[src/rtl/pwr_domain_seq.sv]
// pwr_domain_seq: power-gating sequencer for the gated ALU domain, ordering
// switch enable, isolation, retention save/restore and clock gating.
module pwr_domain_seq #(
   parameter int RAMP_CYC = 4,
   parameter int OFF_CYC  = 3
) (
   input  logic       clk,
   input  logic       reset,
   input  logic       pwr_req,
   output logic       sw_en,
   output logic       iso_en,
   output logic       clk_en,
   output logic       ret_save,
   output logic       ret_restore,
   output logic       pwr_ack,
   output logic       busy,
   output logic [2:0] state,
   output logic [7:0] wake_count
);
   typedef enum logic [3:0] {
      OFF      = 4'd0,
      PWR_UP   = 4'd1,
      RESTORE  = 4'd2,
      DEISO    = 4'd3,
      ON       = 4'd4,
      CLK_STOP = 4'd5,
      ISO      = 4'd6,
      SAVE     = 4'd7,
      PWR_DN   = 4'd8
   } st_t;
   st_t        st, st_nxt;
   logic [3:0] cnt, cnt_nxt;
   logic       ret_valid;
   always_ff @(posedge clk or posedge reset) begin
      if (reset) begin
         st         <= OFF;
         cnt        <= 4'd0;
         ret_valid  <= 1'b0;
         wake_count <= 8'd0;
      end else begin
         st         <= st_nxt;
         cnt        <= cnt_nxt;
         ret_valid  <= ret_valid | (st == SAVE);
         wake_count <= (st == DEISO && wake_count != 8'hff) ? wake_count + 8'd1 : wake_count;
      end
   end
   // pwr_req is only looked at in OFF and ON, so sequences cannot be aborted
   always_comb begin
      st_nxt  = st;
      cnt_nxt = cnt - 4'd1;
      case (st)
         OFF: if (pwr_req) begin
            st_nxt  = PWR_UP;
            cnt_nxt = 4'(RAMP_CYC - 1);
         end
         PWR_UP:   if (cnt == 4'd0) st_nxt = ret_valid ? RESTORE : DEISO;
         RESTORE:  st_nxt = DEISO;
         DEISO:    st_nxt = ON;
         ON:       if (!pwr_req) st_nxt = CLK_STOP;
         CLK_STOP: st_nxt = ISO;
         ISO:      st_nxt = SAVE;
         SAVE: begin
            st_nxt  = PWR_DN;
            cnt_nxt = 4'(OFF_CYC - 1);
         end
         PWR_DN:   if (cnt == 4'd0) st_nxt = OFF;
         default:  st_nxt = OFF;
      endcase
   end
   assign sw_en       = !(st == OFF || st == PWR_DN);
   assign iso_en      = st inside {OFF, PWR_UP, RESTORE, ISO, SAVE, PWR_DN};
   assign clk_en      = st == ON;
   assign pwr_ack     = st == ON;
   assign ret_save    = st == SAVE;
   assign ret_restore = st == RESTORE;
   assign busy        = !(st == OFF || st == ON);
   assign state       = (st == PWR_DN) ? 3'd0 : st[2:0];
endmodule

[config.mk]
export PLATFORM = sky130hd
export DESIGN_NAME = pwr_domain_seq
export DESIGN_NICKNAME = d
export VERILOG_FILES = /design/src/rtl/pwr_domain_seq.sv
export SDC_FILE = /design/constraint.sdc
export NUM_CORES = 1
export LEC_CHECK = 0
export CAP_MARGIN = 20
export CORE_MARGIN = 1.5
export CORE_UTILIZATION = 55
export CTS_BUF_LIST = sky130_fd_sc_hd__clkbuf_4
export CTS_CLUSTER_DIAMETER = 50
export DETAILED_ROUTE_END_ITERATION = 10
export PLACE_DENSITY = 0.93
export SYNTH_ARGS = -nofsm -noshare
export SYNTH_HDL_FRONTEND = slang
export SYNTH_SLANG_ARGS = --single-unit
[constraint.sdc]
create_clock -name clk -period 2.4 [get_ports clk]
set_clock_uncertainty 0.2 [all_clocks]
set_input_delay 0.48 -clock clk [delete_from_list [all_inputs] [get_ports clk]]
set_output_delay 0.48 -clock clk [all_outputs]
set_load 0.01 [all_outputs]
---- Word-level counts from Yosys, hierarchy flattened ----
Index checks and enable logic that the tools add are counted.
cells by class
  add/sub/neg operators ................... 2
  divide/modulo/power cells ............... 0
  reductions and logical operators ........ 9
  multiplexer cells ....................... 9
  shift-type cells ........................ 0
  multiply operators ...................... 0
  bitwise operators ....................... 1
  equal/unequal tests ..................... 13
  $lt $le $gt $ge ......................... 0
operator list
  kind                                                                number
  4-bit case mux with 9 select lines                                  1
  4-bit 2-to-1 mux                                                    5
  4-bit by 3-bit == test with 1-bit output, second input constant     4
  8-bit by 1-bit adder with 8-bit output, second input constant       1
  4-bit by 2-bit == test with 1-bit output, second input constant     2
  4-bit logical NOT                                                   2
  2-bit != test, second input constant                                4
  8-bit != test, second input constant                                1
  4-bit case mux with 2 select lines                                  1
  6-bit nonzero test                                                  1
  4-bit by 1-bit == test with 1-bit output, second input constant     1
  4-bit == test, second input constant                                1
  4-bit AND reduction                                                 1
  4-bit by 1-bit subtractor with 4-bit output, second input constant  1
  3-bit 2-to-1 mux                                                    1
  1-bit logical NOT                                                   2
  1-bit logical OR                                                    2
  1-bit logical AND                                                   1
  1-bit 2-to-1 mux                                                    1
  1-bit bitwise OR                                                    1
word-level totals
  output and inout bits ................... 18
  memories kept ........................... 0
  memory bits (read-only) ................. 0
  memory bits (writable) .................. 0
  word-level logic and storage cells ...... 38
  register bits ........................... 17
  bits of input ports ..................... 3
  bits in latches ......................... 0

---- Longest topological paths before layout ----
  depth after elaboration ................. 3
  mapped depth ............................ 6
  mapped depth without buffers ............ 6

---- Least setup slack after synthesis ----
No wires, ideal clock.
  kind .................................... register -> output
  from .................................... register st[3]
  to ...................................... output iso_en
  path buffers ............................ 1
  cell stages (with the launch flop) ...... 4
  slack ................................... 0.573 ns
  arrival time ............................ 1.147 ns
  data required time ...................... 1.720 ns
  path through ............................ dfrtp_1 clkbuf_1 a21o_1 a221oi_1
between the ends
  longest elaborated chain between the ends .. 2
RTL lines
  what                                                              line  RTL
  start, declared                                                   31    st_t st, st_nxt;
  start signal, assigned                                            41    st <= st_nxt;
  4-bit by 1-bit == test with 1-bit output (tied with other cells)  71    assign iso_en = st inside {OFF, PWR_UP, RESTORE, ISO, SAVE, PWR_DN};
  6-bit nonzero test (*)                                            71
  end, declared                                                     11    output logic iso_en,
Mark *: on every way between the ends. The rest lies on a longest branch, timed or not.

---- Worst setup path in the final report ----
  from .................................... register st[2]
  to ...................................... output sw_en
between the ends
  longest elaborated chain between the ends .. 3
RTL lines
  what                                                line  RTL
  4-bit == test or 4-bit logical NOT (tied branches)  70    assign sw_en = !(st == OFF || st == PWR_DN);
  1-bit logical OR (*)                                70
  1-bit logical NOT (*)                               70
  end, declared                                       10    output logic sw_en,
Marks and branches as above.

==> impl_metrics.ini <==
[yosys]
ys_types = 34
synthCells = 100
syn_avg_cell_area_um2 = 9.42
synthesis.area_um2 = 942
synth_fp_nets = 105
yosysWarnings = 0
ys_ff_latch = 17
async_flop_share_pct = 100
ys_seq_area_share_pct = 45.2
synthFlopType = dfrtp_1
synth-edff-count = 0

[drt]
first_pass_iters = 7
drc = 2
wire_per_inst_um = 13.8
wl_mm = 1.90
postRouteAntennaNets = 0
via_per_inst = 5.59
wl_met2_um = 902
drt-initial-drc-count = 37
dr_wl_met3_um = 107
highest_layer = met4
vias = 771
drt-met1-wl_um = 882

[final_layout]
stdcell_area_um2 = 1210
drive_above_1_share_pct = 18.9
finalNetCount = 128
multiInputGateArea_um2 = 455
seqCellArea_um2 = 429
n_antenna_cell = 0
fillerInstances = 106
syn2layout_area_growth_pct = 28.4

[place]
dp_hpwl_mm = 1.28
place_area_um2 = 1140
place.port_buffers = 20
gp_congestion = 0.818

[floorplanning]
core_um2 = 1560
ios = 21
initial_core_util_pct = 60.4
die_height_um = 44.4
rows = 14
die_area_um2 = 1970
die_x_um = 44.4

[worst_setup_path]
critPathLaunchType = register
cp-end-kind = output port
crit_type = reg -> out
crit_required_ps = 1720
path_max_fanout = 9
crit_arrival_ps = 1590

[clock_network]
tritoncts = done
cts.clk_slew.worst_paths_ps = 100
cts-root-buf = clkbuf_4
worst_skew_pair.late_latency_ps = 290
cts-hold-fix-buffers = 0
cts_buffers = 3
cts.sinks = 17
cts-htree-levels = 1
clk_path_buf_depth = 2

[sta]
hold_violations = 0
final.setup.tns_ps = 0
relSlewSlack_pct = 56.8
tightest_slew_ps = 647
slew_viol_final = 0
rsz0062_at_grt = false
finalCritPeriodShare_pct = 94.5
finalSetupViolations = 0
fmax_ghz = 0.441
period_minus_slack_ps = 2270

[global_route]
grt_pass1_wl_mm = 2.94
grt_remaining_overflow = 0
grt_pass1_vias = 693
grt_start_max_net_pins = 18
grt_usage_pct = 20.4
antenna_found_initial = 0

[power_and_ir_drop]
p_leak_nw = 0.570
total_power_mw = 1.47
power.density_nw_per_um2 = 1220
ir_drop_mv = 0.688

[outcome]
violations = design-rule violations
status = finished with violations

[flow_run]
cap_violations = 0

[worst_hold_path]
hold_path.class = reg -> reg
## cells in the mapped netlist, types with 2 or more instances
| cell type | count | share of area, % |
|---|---|---|
| nand2_1 | 5 | 2.0 |
| buf_2 | 2 | 1.1 |
| nand3_1 | 5 | 2.7 |
| nor2_1 | 12 | 4.8 |
| xor2_1 | 3 | 2.8 |
| inv_1 | 7 | 2.8 |
| nand2b_1 | 4 | 2.7 |
| dfrtp_1 | 17 | 45 |
| nor3_1 | 4 | 2.1 |
| o22ai_1 | 2 | 1.3 |
| xnor2_1 | 5 | 4.6 |
| a21oi_1 | 6 | 3.2 |
| ha_1 | 2 | 2.7 |
| clkbuf_1 | 4 | 1.6 |
| a21o_1 | 2 | 1.6 |
| buf_4 | 2 | 1.6 |
## sequential cells by signal (all words and copies together), names as in the netlist
| register | count |
|---|---|
| ret_valid | 1 |
| wake_count | 8 |
| cnt | 4 |
| st | 4 |
## final timing paths
kind	startpoint	to	slack (ps)	depth (start not counted)
min reg2reg	ret_valid	ret_valid	290	1
min	ret_valid	ret_valid	290	1
min in group asynchronous	reset	wake_count[5]	370	2
max reg2reg	st[1]	wake_count[6]	640	5
max	st[2]	sw_en	130	4
max in group asynchronous	reset	st[0]	1170	2
## metal layers
metal  global-route usage [%]  up-vias
li1                         -      380
met1                     27.5      360
met2                     30.9       29
met3                     4.49        2
met4                     10.3        0
met5                        0        -
## what timing repair did
item                                    in CTS  in global routing
hold endpoints to repair                     0                  0
endpoints found under the setup margin       6                  2
gates resized for setup                      8                  3
pin swaps                                    0                  0
buffers inserted                             0                  3
## kinds of logic (layout without fill, tap and decap cells)
| kind of cell | after synthesis | in the layout | synth area share (%) |
|---|---|---|---|
| adder cells (fa/ha/maj) | 2 | 2 | 2.66 |
| buffers and inverters | 15 | 37 | 7.04 |
| AO/OA/AOI/OAI | 16 | 16 | 10.9 |
| AND/OR/NAND/NOR | 40 | 40 | 24.0 |
| XOR/XNOR | 8 | 8 | 7.44 |
| flip-flops | 17 | 17 | 45.2 |
| multiplexers | 2 | 2 | 2.79 |
## layout make-up
cell class	count	area share (%)
flip-flops and latches	17	35.5
multi-input cells	68	37.6
inverters	7	2.17
clock buffers	4	2.48
repair buffers	26	20.6
well taps	16	1.65
## critical path: stages, from the launching register on
cell	delay [ps]
dfrtp_1	420
buf_6	160
nor3_2	180
inv_1	60
clkdlybuf4s50_1	480
## cells in the final DEF (no fill, tap or decap), drive strengths merged, types with 2 or more instances in the layout
master,count
dlymetal6s2s,2
a21o,2
nor2,12
nand3,6
dlygate4sd2,4
ha,2
clkdlybuf4s50,14
xor2,3
xnor2,5
inv,7
clkbuf,4
o21ai,2
nor3,5
a21oi,7
mux2,2
nand2,5
buf,6
dfrtp,17
nand2b,4
o22ai,2
## metrics by stage
step | util (%) | setup WS, ps | hold WS (ps) | std cells
2_1_floorplan | - | 573 | 206 | 100
3_3_place_gp | 73.4 | 252 | 263 | 131
3_5_place_dp | 73.4 | 233 | 264 | 131
4_1_cts | 75.6 | 43.4 | 288 | 135
5_1_grt | 77.6 | 21.8 | 320 | 138
6_report | 77.6 | 132 | 294 | 138
## power breakdown
group / leakage (nW) / internal [mW] / switching, mW
Sequential: 0.209 / 0.395 / 0.125
Clock: 0.0184 / 0.0758 / 0.0873
Combinational: 0.342 / 0.413 / 0.376
Total: 0.570 / 0.884 / 0.588
No activity file was read; power rests on OpenSTA's default activity.
==> edit (same flow settings) <==
Make the reset (`reset`) synchronous in one clocked block.
--- a/src/rtl/pwr_domain_seq.sv
+++ b/src/rtl/pwr_domain_seq.sv
@@ -31,7 +31,7 @@
    st_t        st, st_nxt;
    logic [3:0] cnt, cnt_nxt;
    logic       ret_valid;
-   always_ff @(posedge clk or posedge reset) begin
+   always_ff @(posedge clk) begin
       if (reset) begin
          st         <= OFF;
          cnt        <= 4'd0;
Formal check against the unedited RTL: differs if reset is asserted again (counterexample within 4 cycles, from zero or initial values and one cycle with reset high); with reset held inactive, the same outputs for 10 cycles.
==> edit against the unedited design <==
  * Area after synthesis fell by 2.4%
  * Highest routed layer unchanged
  * Non-clock buffer count fell by 2
  * Sequential share of layout area fell by 5.3 points
  * Sequential cell count did not move
  * Design area fell by 6.2%
  * Routed wire length fell by 12%
  * Critical endpoint is now ret_save
  * Worst setup slack got worse by 0.013 ns
Power is not compared: it rests on default switching activity, and its combinational part moved more than twofold at a synthesized area within 25%.
==> edit: results <==
[cells_and_area]
layout.nets = 130
drive_gt1_share_pct = 13.71
antenna_cells = 0
reg_top3 = wake_count x8, cnt x4, st x4

[logic_synthesis]
synth.area.mux_share_pct = 2.313
synthesis.instances = 106
synthAdderAreaFrac_pct = 2.721
synth_top_flop_cell = dfxtp_1
synth_async_sr_flop_share_pct = 0
synth_compound_area_share_pct = 13.61
post_synth_num_cell_types = 43
synthTopCellsByArea = dfxtp_1, nor2_1, xor2_1
ys_seq_area_share_pct = 37.01
synth_common_cells = nor2_1, dfxtp_1, xor2_1
synthXorXnorAreaFrac_pct = 8.571

[worst_setup_path]
rr_startpoint = cnt[0]$_SDFF_PP0_
rrSetupSlack_ns = 0.61
worst-r2r-cell-count = 6
crit_arrival_ns = 1.60
cp_top_family = buffers and inverters
critPathMaxFanout = 12
cp_slowest_stage_delay_ns = 0.56
r2r_end = st[0]$_SDFFE_PP0P_
crit_slowest_cell = clkdlybuf4s50_1

[placement]
port_buffers = 20
dp_hpwl_mm = 1.249
placed_cell_area_um2 = 1106
placed_cells = 136
gp_congestion = 0.7798
place_ws_ns = 0.2343

[grt]
grt_usage_pct = 21.03
antenna_found_initial = 0
grt_pass1_vias = 698
grt_max_degree = 14
grt_pass1_wl_mm = 2.967

[clocking]
htreeDepth = 1
ctsHoldBuffers = 0
clockBufferDepth = 2
clock_latency_ns = 0.29
clk_pin_slew_ns = 0.09
post_cts_buffers = 0
cts_root_buf = clkbuf_4
post_cts_resize_count = 5

[run_status]
outcome = finished, final reports clean

[worst_hold_path]
hold_depth = 1
worstHoldStart = cnt[0]$_SDFF_PP0_
worstHoldEndpoint = cnt[0]$_SDFF_PP0_
min_path_type = flip-flop to flip-flop

[route]
wl_mm = 1.674
via_per_inst = 5.457
firstDrtPassIters = 4
drt_iter0_drc = 19
num_vias = 764

[run]
cap_violations = 0

[power_and_ir_drop]
power_switching_w = 0.0002823
ir_drop_mv = 0.4390
combPwrFrac_pct = 38.4
powerSeq_w = 0.000369

[timing]
worst_pin_slew_ns = 0.5443
hold_slack_ns = 0.2767
-- edit: changes by cell type after synthesis, moves of 3 or more --
cell     before  now
dfrtp_1      17    0
dfxtp_1       0   17
nor2_1       12   19
a21oi_1       6    2
and2_1        0    3
nand2_1       5    2
xor2_1        3    6
-- edit: final cells by class --
class                           instances  area (um^2)
Clock buffer                            4        30.03
Fill cell                             115        406.6
Timing Repair Buffer                   24        226.5
Multi-Input combinational cell         74        496.7
Inverter                                5        18.77
Sequential cell                        17        342.8
Tap cell                               16        20.02
-- edit: worst max-delay path by stage --
| stage | start | end | slack [ns] | cells after the start |
|---|---|---|---|---|
| finish | st[1]$_SDFFE_PP0P_ | ret_save | 0.12 | 3 |
| CTS | st[2]$_SDFFE_PP0P_ | sw_en | 0.11 | 3 |
| global route | st[1]$_SDFFE_PP0P_ | ret_save | 0.006 | 3 |
| floorplan | st[3]$_SDFFE_PP0P_ | pwr_ack | 0.44 | 4 |
| global placement | st[0]$_SDFFE_PP0P_ | clk_en | 0.29 | 3 |
| detailed placement | st[0]$_SDFFE_PP0P_ | pwr_ack | 0.23 | 3 |
-- edit: routing by layer --
layer / vias to the layer above / share of wire (%) / track usage, %
met1: 346 / 49 / 25.97
met5: - / 0 / 0
met3: 3 / 6.2 / 8.750
met4: 0 / 1.1 / 7.273
met2: 19 / 44 / 32.94
li1: 396 / - / -
-- edit: worst register-to-register path: cells and delay by family (launching register included) --
family                   cells  cell delay, ns
AND/OR/NAND/NOR              2            0.56
AO/OA/AOI/OAI                2            0.43
flip-flops                   1            0.33
adder cells (fa/ha/maj)      1            0.16
buffers and inverters        1            0.06
